## config.mk

```make
export PLATFORM = sky130hd
export DESIGN_NAME = id_hazard_fwd_unit_flat
export DESIGN_NICKNAME = d
export VERILOG_FILES = /design/src/rtl/id_hazard_fwd_unit_if.sv /design/src/rtl/id_hazard_fwd_unit.sv /design/src/flat_wrapper.sv
export SDC_FILE = /design/constraint.sdc
export NUM_CORES = 1
export LEC_CHECK = 0
export BUFFER_PORTS_ARGS = -buffer_cell sky130_fd_sc_hd__buf_2
export CORE_UTILIZATION = 46
export DETAILED_ROUTE_END_ITERATION = 8
export GPL_ROUTABILITY_DRIVEN = 0
export PLACE_DENSITY_LB_ADDON = 0.3
export RECOVER_POWER = 50
export SYNTH_ARGS = -nofsm -noshare
export SYNTH_HDL_FRONTEND = slang
export SYNTH_SLANG_ARGS = --single-unit
```

## constraint.sdc

```tcl
create_clock -name clk -period 1.83 [get_ports clk]
set_input_delay 0.0915 -clock clk [delete_from_list [all_inputs] [get_ports clk]]
set_output_delay 0.0915 -clock clk [all_outputs]
set_load 0.02 [all_outputs]
```

## src/rtl/id_hazard_fwd_unit_if.sv

```systemverilog
// ID-stage hazard/forwarding bundle: the decoded ID instruction fields in,
// and the forwarding selects plus pipeline hold/bubble/flush controls out.
interface id_hazard_fwd_unit_if;
  logic [4:0] id_rs;
  logic [4:0] id_rt;
  logic       id_use_rs;
  logic       id_use_rt;
  logic       id_wreg;
  logic       id_m2reg;
  logic [4:0] id_rn;
  logic       id_btaken;
  logic [1:0] id_adepen;
  logic [1:0] id_bdepen;
  logic       stall;
  logic       bubble;
  logic       flush_ifid;

  // Decode side: presents the ID instruction, consumes the controls.
  modport master (
    output id_rs, id_rt, id_use_rs, id_use_rt, id_wreg, id_m2reg, id_rn, id_btaken,
    input  id_adepen, id_bdepen, stall, bubble, flush_ifid
  );

  // Hazard unit side.
  modport slave (
    input  id_rs, id_rt, id_use_rs, id_use_rt, id_wreg, id_m2reg, id_rn, id_btaken,
    output id_adepen, id_bdepen, stall, bubble, flush_ifid
  );
endinterface

```

## src/rtl/id_hazard_fwd_unit.sv

```systemverilog
// ID-stage forwarding select, load-use stall and branch flush generator.
// Keeps its own shadow of the EXE and MEM destination fields so no feedback
// from later pipeline stages is needed. LU_STALL sets how many bubbles a
// load-use hazard costs (1..3).
module id_hazard_fwd_unit #(
  parameter int LU_STALL = 1
) (
  input logic                 clk,
  input logic                 clrn,
  id_hazard_fwd_unit_if.slave bus
);

  typedef enum logic {RUN, STALL} state_t;

  localparam logic [1:0] CNT_INIT = 2'(LU_STALL - 1);

  state_t     state;
  state_t     state_nxt;
  logic [1:0] cnt;
  logic [1:0] cnt_nxt;

  logic       exe_wreg;
  logic       exe_m2reg;
  logic [4:0] exe_rn;
  logic       mem_wreg;
  logic       mem_m2reg;
  logic [4:0] mem_rn;

  logic       load_use;
  logic       stall_i;
  logic       bubble_i;
  logic [1:0] adepen_i;
  logic [1:0] bdepen_i;

  // Shadow pipeline: MEM takes EXE, EXE takes the ID destination or a bubble.
  // It keeps moving during a stall because only PC and IF/ID are held.
  always_ff @(posedge clk or negedge clrn) begin
    if (!clrn) begin
      exe_wreg  <= 1'b0;
      exe_m2reg <= 1'b0;
      exe_rn    <= 5'd0;
      mem_wreg  <= 1'b0;
      mem_m2reg <= 1'b0;
      mem_rn    <= 5'd0;
    end else begin
      mem_wreg  <= exe_wreg;
      mem_m2reg <= exe_m2reg;
      mem_rn    <= exe_rn;
      if (bubble_i) begin
        exe_wreg  <= 1'b0;
        exe_m2reg <= 1'b0;
        exe_rn    <= 5'd0;
      end else begin
        exe_wreg  <= bus.id_wreg;
        exe_m2reg <= bus.id_m2reg;
        exe_rn    <= bus.id_rn;
      end
    end
  end

  // Operand A select: r0 never forwards, a non-load in EXE beats MEM,
  // MEM supplies either its ALU result or its load data.
  always_comb begin
    adepen_i = 2'b00;
    if (bus.id_use_rs && (bus.id_rs != 5'd0)) begin
      if (exe_wreg && !exe_m2reg && (exe_rn == bus.id_rs)) begin
        adepen_i = 2'b01;
      end else if (mem_wreg && (mem_rn == bus.id_rs)) begin
        adepen_i = mem_m2reg ? 2'b11 : 2'b10;
      end
    end
  end

  // Operand B select, same priority as operand A.
  always_comb begin
    bdepen_i = 2'b00;
    if (bus.id_use_rt && (bus.id_rt != 5'd0)) begin
      if (exe_wreg && !exe_m2reg && (exe_rn == bus.id_rt)) begin
        bdepen_i = 2'b01;
      end else if (mem_wreg && (mem_rn == bus.id_rt)) begin
        bdepen_i = mem_m2reg ? 2'b11 : 2'b10;
      end
    end
  end

  // A load in EXE whose destination the ID instruction reads cannot be forwarded yet.
  always_comb begin
    load_use = 1'b0;
    if (exe_wreg && exe_m2reg && (exe_rn != 5'd0)) begin
      load_use = (bus.id_use_rs && (bus.id_rs == exe_rn)) ||
                 (bus.id_use_rt && (bus.id_rt == exe_rn));
    end
  end

  // Stall FSM state and bubble counter registers.
  always_ff @(posedge clk or negedge clrn) begin
    if (!clrn) begin
      state <= RUN;
      cnt   <= 2'd0;
    end else begin
      state <= state_nxt;
      cnt   <= cnt_nxt;
    end
  end

  // Stall FSM: a detected hazard costs LU_STALL cycles of stall+bubble;
  // while stalling no new hazard is evaluated.
  always_comb begin
    state_nxt = state;
    cnt_nxt   = cnt;
    stall_i   = 1'b0;
    bubble_i  = 1'b0;
    case (state)
      RUN: begin
        if (load_use) begin
          stall_i   = 1'b1;
          bubble_i  = 1'b1;
          cnt_nxt   = CNT_INIT;
          state_nxt = (LU_STALL > 1) ? STALL : RUN;
        end
      end
      STALL: begin
        stall_i  = 1'b1;
        bubble_i = 1'b1;
        if (cnt <= 2'd1) begin
          cnt_nxt   = 2'd0;
          state_nxt = RUN;
        end else begin
          cnt_nxt = cnt - 2'd1;
        end
      end
      default: begin
        cnt_nxt   = 2'd0;
        state_nxt = RUN;
      end
    endcase
  end

  assign bus.id_adepen  = adepen_i;
  assign bus.id_bdepen  = bdepen_i;
  assign bus.stall      = stall_i;
  assign bus.bubble     = bubble_i;
  // A held branch recurs after the stall releases, so stall simply masks it.
  assign bus.flush_ifid = bus.id_btaken & ~stall_i;

endmodule

```

## src/flat_wrapper.sv

```systemverilog
// flat-port wrapper written by rule: the top's interface ports become plain ports
module id_hazard_fwd_unit_flat 
#(
  parameter int LU_STALL = 1
)
  (clk, clrn, bus_id_rs, bus_id_rt, bus_id_use_rs, bus_id_use_rt, bus_id_wreg, bus_id_m2reg, bus_id_rn, bus_id_btaken, bus_id_adepen, bus_id_bdepen, bus_stall, bus_bubble, bus_flush_ifid);
  id_hazard_fwd_unit_if bus_i ();
  input logic clk;
  input logic clrn;
  input wire logic [$bits(bus_i.id_rs)-1:0] bus_id_rs;
  input wire logic [$bits(bus_i.id_rt)-1:0] bus_id_rt;
  input wire logic [$bits(bus_i.id_use_rs)-1:0] bus_id_use_rs;
  input wire logic [$bits(bus_i.id_use_rt)-1:0] bus_id_use_rt;
  input wire logic [$bits(bus_i.id_wreg)-1:0] bus_id_wreg;
  input wire logic [$bits(bus_i.id_m2reg)-1:0] bus_id_m2reg;
  input wire logic [$bits(bus_i.id_rn)-1:0] bus_id_rn;
  input wire logic [$bits(bus_i.id_btaken)-1:0] bus_id_btaken;
  output wire logic [$bits(bus_i.id_adepen)-1:0] bus_id_adepen;
  output wire logic [$bits(bus_i.id_bdepen)-1:0] bus_id_bdepen;
  output wire logic [$bits(bus_i.stall)-1:0] bus_stall;
  output wire logic [$bits(bus_i.bubble)-1:0] bus_bubble;
  output wire logic [$bits(bus_i.flush_ifid)-1:0] bus_flush_ifid;
  assign bus_i.id_rs = bus_id_rs;
  assign bus_i.id_rt = bus_id_rt;
  assign bus_i.id_use_rs = bus_id_use_rs;
  assign bus_i.id_use_rt = bus_id_use_rt;
  assign bus_i.id_wreg = bus_id_wreg;
  assign bus_i.id_m2reg = bus_id_m2reg;
  assign bus_i.id_rn = bus_id_rn;
  assign bus_i.id_btaken = bus_id_btaken;
  assign bus_id_adepen = bus_i.id_adepen;
  assign bus_id_bdepen = bus_i.id_bdepen;
  assign bus_stall = bus_i.stall;
  assign bus_bubble = bus_i.bubble;
  assign bus_flush_ifid = bus_i.flush_ifid;
  id_hazard_fwd_unit #(.LU_STALL(LU_STALL)) u_core (.clk(clk), .clrn(clrn), .bus(bus_i));
endmodule
```

# Word level (Yosys, flattened, before mapping)
# Index checks and enable logic that the tools add are counted.
# Widths: inputs -> output; s select.
[classes]
eq_ne = 7
reduce_logical = 16
addsub = 1
order_cmp = 1
muxes = 18
div = 0
bitwise_logic = 3
multipliers = 0
n_shift = 0
[op_table]
columns = ["cell", "n"]
rows = [
  ["$eq 5x5->1", 6],
  ["$mux 2", 8],
  ["$reduce_bool 5->1", 3],
  ["$logic_and 1x1->1", 11],
  ["$mux 1", 6],
  ["$mux 5", 1],
  ["$pmux 1 s2", 2],
  ["$pmux 2 s2", 1],
  ["$le 2x1->1 const B", 1],
  ["$ne 2x1->1 const B", 1],
  ["$not 1->1", 2],
  ["$sub 2x1->2 const B", 1],
  ["$and 1x1->1", 1],
  ["$logic_not 1->1", 1],
  ["$logic_or 1x1->1", 1],
]
[word_totals]
romBits = 0
ram_bits = 0
ff_bits = 17
latch_bits = 0
inputBits = 22
output_inout_bits = 7
mem_count = 0

# Logic depth before layout (Yosys ltp)
[depth]
word_depth = 8
ltp_mapped = 5
depth_no_buf = 4

# Least setup slack after synthesis
# Ideal clock, no wire load.
[synth_path]
path_type = "flip-flop to output port"
startpoint = "reg u_core.exe_rn[2]"
endpoint = "out bus_flush_ifid"
setup_slack_ps = 162
stages_incl_launch_ff = 5
arrival_ps = 1576
t_required_ps = 1738
cell_sequence = "dfrtp_1 > or3_1 > o311a_1 > buf_6 > a21oi_1"
[synth_via]
elab_chain_cells = 8
elab_cells_between_ends = 12
classes_between = "eq/ne (2); mux (3); bitwise (2); reduce/logical (5)"
[synth_lines]
columns = ["item", "line_no", "source"]
rows = [
  ["start, declared", "id_hazard_fwd_unit.sv:24", "logic [4:0] exe_rn;"],
  ["start signal, assigned", "id_hazard_fwd_unit.sv:56", "exe_rn <= bus.id_rn;"],
  ["$eq 5x5->1, on equally long branches", "id_hazard_fwd_unit.sv:90, id_hazard_fwd_unit.sv:91", ""],
  ["$logic_and 1x1->1, on equally long branches", "id_hazard_fwd_unit.sv:90, id_hazard_fwd_unit.sv:91", ""],
  ["$logic_or 1x1->1", "id_hazard_fwd_unit.sv:90", "load_use = (bus.id_use_rs && (bus.id_rs == exe_rn)) ||"],
  ["$mux 1 *", "id_hazard_fwd_unit.sv:89", "if (exe_wreg && exe_m2reg && (exe_rn != 5'd0)) begin"],
  ["$mux 1 *", "id_hazard_fwd_unit.sv:115", "if (load_use) begin"],
  ["$pmux 1 s2 *", "id_hazard_fwd_unit.sv:113", "case (state)"],
  ["$not 1->1 *", "id_hazard_fwd_unit.sv:144", "assign bus.flush_ifid = bus.id_btaken & ~stall_i;"],
  ["$and 1x1->1 *", "id_hazard_fwd_unit.sv:144", ""],
  ["end, declared", "flat_wrapper.sv:22", "output wire logic [$bits(bus_i.flush_ifid)-1:0] bus_flush_ifid;"],
]
# Every way passes the cells marked *; elsewhere a longest branch is shown, timed or not.

# Worst setup path after layout
[layout_path]
startpoint = "reg u_core.exe_rn[2]"
endpoint = "out bus_bubble"
[layout_via]
elab_chain_cells = 6
elab_cells_between_ends = 10
classes_between = "eq/ne (2); mux (3); reduce/logical (5)"
[layout_lines]
columns = ["item", "line_no", "source"]
rows = [
  ["$eq 5x5->1, on equally long branches", "id_hazard_fwd_unit.sv:90, id_hazard_fwd_unit.sv:91", ""],
  ["$logic_and 1x1->1, on equally long branches", "id_hazard_fwd_unit.sv:90, id_hazard_fwd_unit.sv:91", ""],
  ["$logic_or 1x1->1", "id_hazard_fwd_unit.sv:90", ""],
  ["$mux 1 *", "id_hazard_fwd_unit.sv:89", ""],
  ["$mux 1 *", "id_hazard_fwd_unit.sv:115", ""],
  ["$pmux 1 s2 *", "id_hazard_fwd_unit.sv:113", ""],
  ["end, declared", "flat_wrapper.sv:21", "output wire logic [$bits(bus_i.bubble)-1:0] bus_bubble;"],
]
# Marked as above.

==> results.cfg <==
[detailed_routing]
via_per_inst = 5.181
drtAntennaViolNets = 0
num_vias = 803
wl_per_cell_um = 13.25
dr.pass1.iters = 4
drc_errors = 0
drtIter0Drc = 5
finalWirelength_um = 2053

[final_layout]
drive_above_1_share = 0.3923
nFillCells = 142
fin_nets = 153
diodes = 0
fin_area_um2 = 1254
post-route-util = 0.7032
area_delta_synth_final_pct = 39.94
final_cell_mix = 23 x buf_2, 18 x xnor2_1, 17 x dfrtp_1
final_common_cell = buf_2

[worst_setup_path]
worstSetupEndpointType = output port
max_stage_delay_ns = 0.39
rr_worst_depth = 7
startpoint = u_core.exe_rn[2]
timing.critical_path.to = bus_bubble
cp.required_ns = 1.74
cp-start-kind = flip-flop
path_max_fanout = 3
timing.rr.start = u_core.exe_rn[4]
worstSetupPathType = flip-flop to output port
worst_path_max_delay_cell = dfrtp_1
r2r-end = u_core.cnt[0]
path_cells = or3_4 > o311a_4 > a21o_4 > buf_6
critPathArrivalTime_ns = 1.73
regToRegSetupSlack_ns = 0.11

[global_route]
grt.overflow.total = 0
antenna_found_initial = 0
grt_pass1_wl_um = 3063
grt_pass1_vias = 734
grt_start_max_net_pins = 18
grtUsageTotal = 0.2146

[sta]
fin_crit_sh = 0.9960
worst_pin_slew_ns = 0.8955
skew_ns = 0.002801
fin_crit_ns = 1.823
setup_viol = 0
max-slew-margin-rel = 0.4030
fmax_ghz = 0.5487
slew_viol_final = 0
fin_ws_ns = 0.007393
hold_violations = 0
rsz0062_at_grt = true

[place]
post_dp_cell_area_um2 = 1066
port_buffers = 28
dpl.hpwl_um = 1508
place_ws_ns = 0.1761

[power_and_ir_drop]
p_sw_frac = 0.2765
powerDensity_nw_per_um2 = 646.4
p_leak_nw = 0.5653
irDropWorstVdd_v = 0.0005727
p_int_mw = 0.5863
pwr-share-comb = 0.232
switchingPower_mw = 0.2241
p_clk_frac = 0.231
pwr-share-seq = 0.538

[synth]
synth_area_per_cell_um2 = 9.954
ys_types = 24
synth.area.top_cells = dfrtp_1 47%, xnor2_1 20%, nand2_1 5.4%
yosys_warnings = 0
syn-num-nets = 112
syn_area_um2 = 895.9
seq_area_frac_synth = 0.4749
synth.largest_area_cell = dfrtp_1
ys_ff_latch = 17
postSynthCellCount = 90
synth_top_area_share = 0.4749

[clocking]
htree_levels = 1
cts_buffer_depth = 2
clk_pin_slew_ns = 0.09
cts_tree = done
worst_skew_pair.late_latency_ns = 0.28
cts-root-buf = clkbuf_4
cts.sinks = 17
cts_buffers = 3

[floorplan]
die_height_um = 46.13
die-area_um2 = 2128
die_w_um = 46.13
core_um2 = 1783
start_util = 0.5025
ios = 29
fp-row-count = 15

[job]
maxCapViolations = 0

[outcome]
status = finished, final reports clean

[min_path]
worstHoldStart = bus_id_rn[0]
hp-class = primary input to flip-flop
==> power groups by stage <==
stage | registers, mW | clock network (mW) | logic (mW)
after global routing | 0.439 | 0.211 | 0.206
after CTS | 0.434 | 0.197 | 0.169
final | 0.436 | 0.187 | 0.188
after floorplan | 0.437 | 0 | 0.0936
after global placement | 0.443 | 0 | 0.144
after detailed placement | 0.444 | 0 | 0.150
==> cell families (layout without fill, tap and decap cells) <==
| kind of cell | count (synthesis) | count (layout) | share of synthesized area |
|---|---|---|---|
| AOI/OAI and AO/OA | 21 | 21 | 0.1453 |
| DFF | 17 | 17 | 0.4749 |
| and+or+nand+nor | 28 | 28 | 0.1536 |
| buffers and inverters | 4 | 44 | 0.03072 |
| xor gates and xnor gates | 20 | 20 | 0.1955 |
==> cell type report <==
cell class,instances,area [um2],share of cell area
Timing Repair Buffer,39,245.2,0.1956
Inverter,1,3.754,0.002994
Sequential cell,17,425.4,0.3393
Multi-Input combinational cell,69,521.8,0.4162
Tap cell,25,31.28,0.02495
Clock buffer,4,26.28,0.02096
==> routing by layer <==
metal  routed length, um  global-route usage  up-vias  share of wire
met2                1062              0.3662       25           0.52
met4                  53              0.1588        0          0.026
met3                  56             0.03137        4          0.027
met1                 881              0.2398      380           0.43
li1                    -                   -      394              -
met5                   0                   0        -              0
==> synthesized netlist by cell type <==
cell type,instances
a21o_1,2
a21o_2,1
a21oi_1,8
a31oi_1,2
and2_1,1
buf_2,1
buf_4,1
buf_6,1
clkinv_1,1
dfrtp_1,17
nand2_1,13
nand2b_1,1
nand3_1,4
nand4_1,2
nor3_1,2
nor4_1,2
o21ai_0,2
o21ai_1,2
o22ai_1,1
o311a_1,1
o31a_1,2
or3_1,1
or4_1,2
xnor2_1,20
==> repair_timing <==
| action | CTS | global route |
|---|---|---|
| hold endpoints to repair | 17 | 0 |
| gates resized for setup | 8 | 11 |
| pin swaps | 3 | 7 |
| hold buffers | 1 | 0 |
| endpoints found under the setup margin | 3 | 7 |
| buffers inserted | 5 | 2 |
==> critical path: cells and delay by family, from the launching register on <==
kind / cells / cell delay [ns]
compound gates: 2 / 0.55
buf+inv: 1 / 0.12
flops: 1 / 0.39
simple gates: 1 / 0.39
==> worst min-delay path by stage <==
stage,endpoint,slack [ns],cells after the start
5_1_grt,u_core.exe_wreg,0.02,3
3_5_place_dp,u_core.exe_rn[1],0.03,1
3_3_place_gp,u_core.exe_rn[4],0.02,1
6_report,u_core.exe_rn[0],0.03,3
2_1_floorplan,u_core.cnt[0],-0.20,0
4_1_cts,u_core.exe_rn[3],0.02,3
==> registers in the layout, indices dropped and copies added, names as in the netlist <==
| name | count |
|---|---|
| u_core.cnt | 2 |
| u_core.mem_m2reg | 1 |
| u_core.mem_wreg | 1 |
| u_core.mem_rn | 5 |
| u_core.exe_wreg | 1 |
| u_core.exe_rn | 5 |
| u_core.state | 1 |
| u_core.exe_m2reg | 1 |
==> per-stage QoR <==
step / TNS, ns / cells / hold slack, ns / total power, mW
detailed placement: 0 / 143 / 0.02804 / 0.5936
floorplan: 0 / 90 / -0.2041 / 0.5302
global placement: 0 / 143 / 0.01925 / 0.5867
global route: -0.2200 / 155 / 0.01667 / 0.8555
finish: 0 / 155 / 0.02574 / 0.8104
CTS: -0.07623 / 153 / 0.01537 / 0.7994
Note: power is estimated with default switching activity, not from simulation.
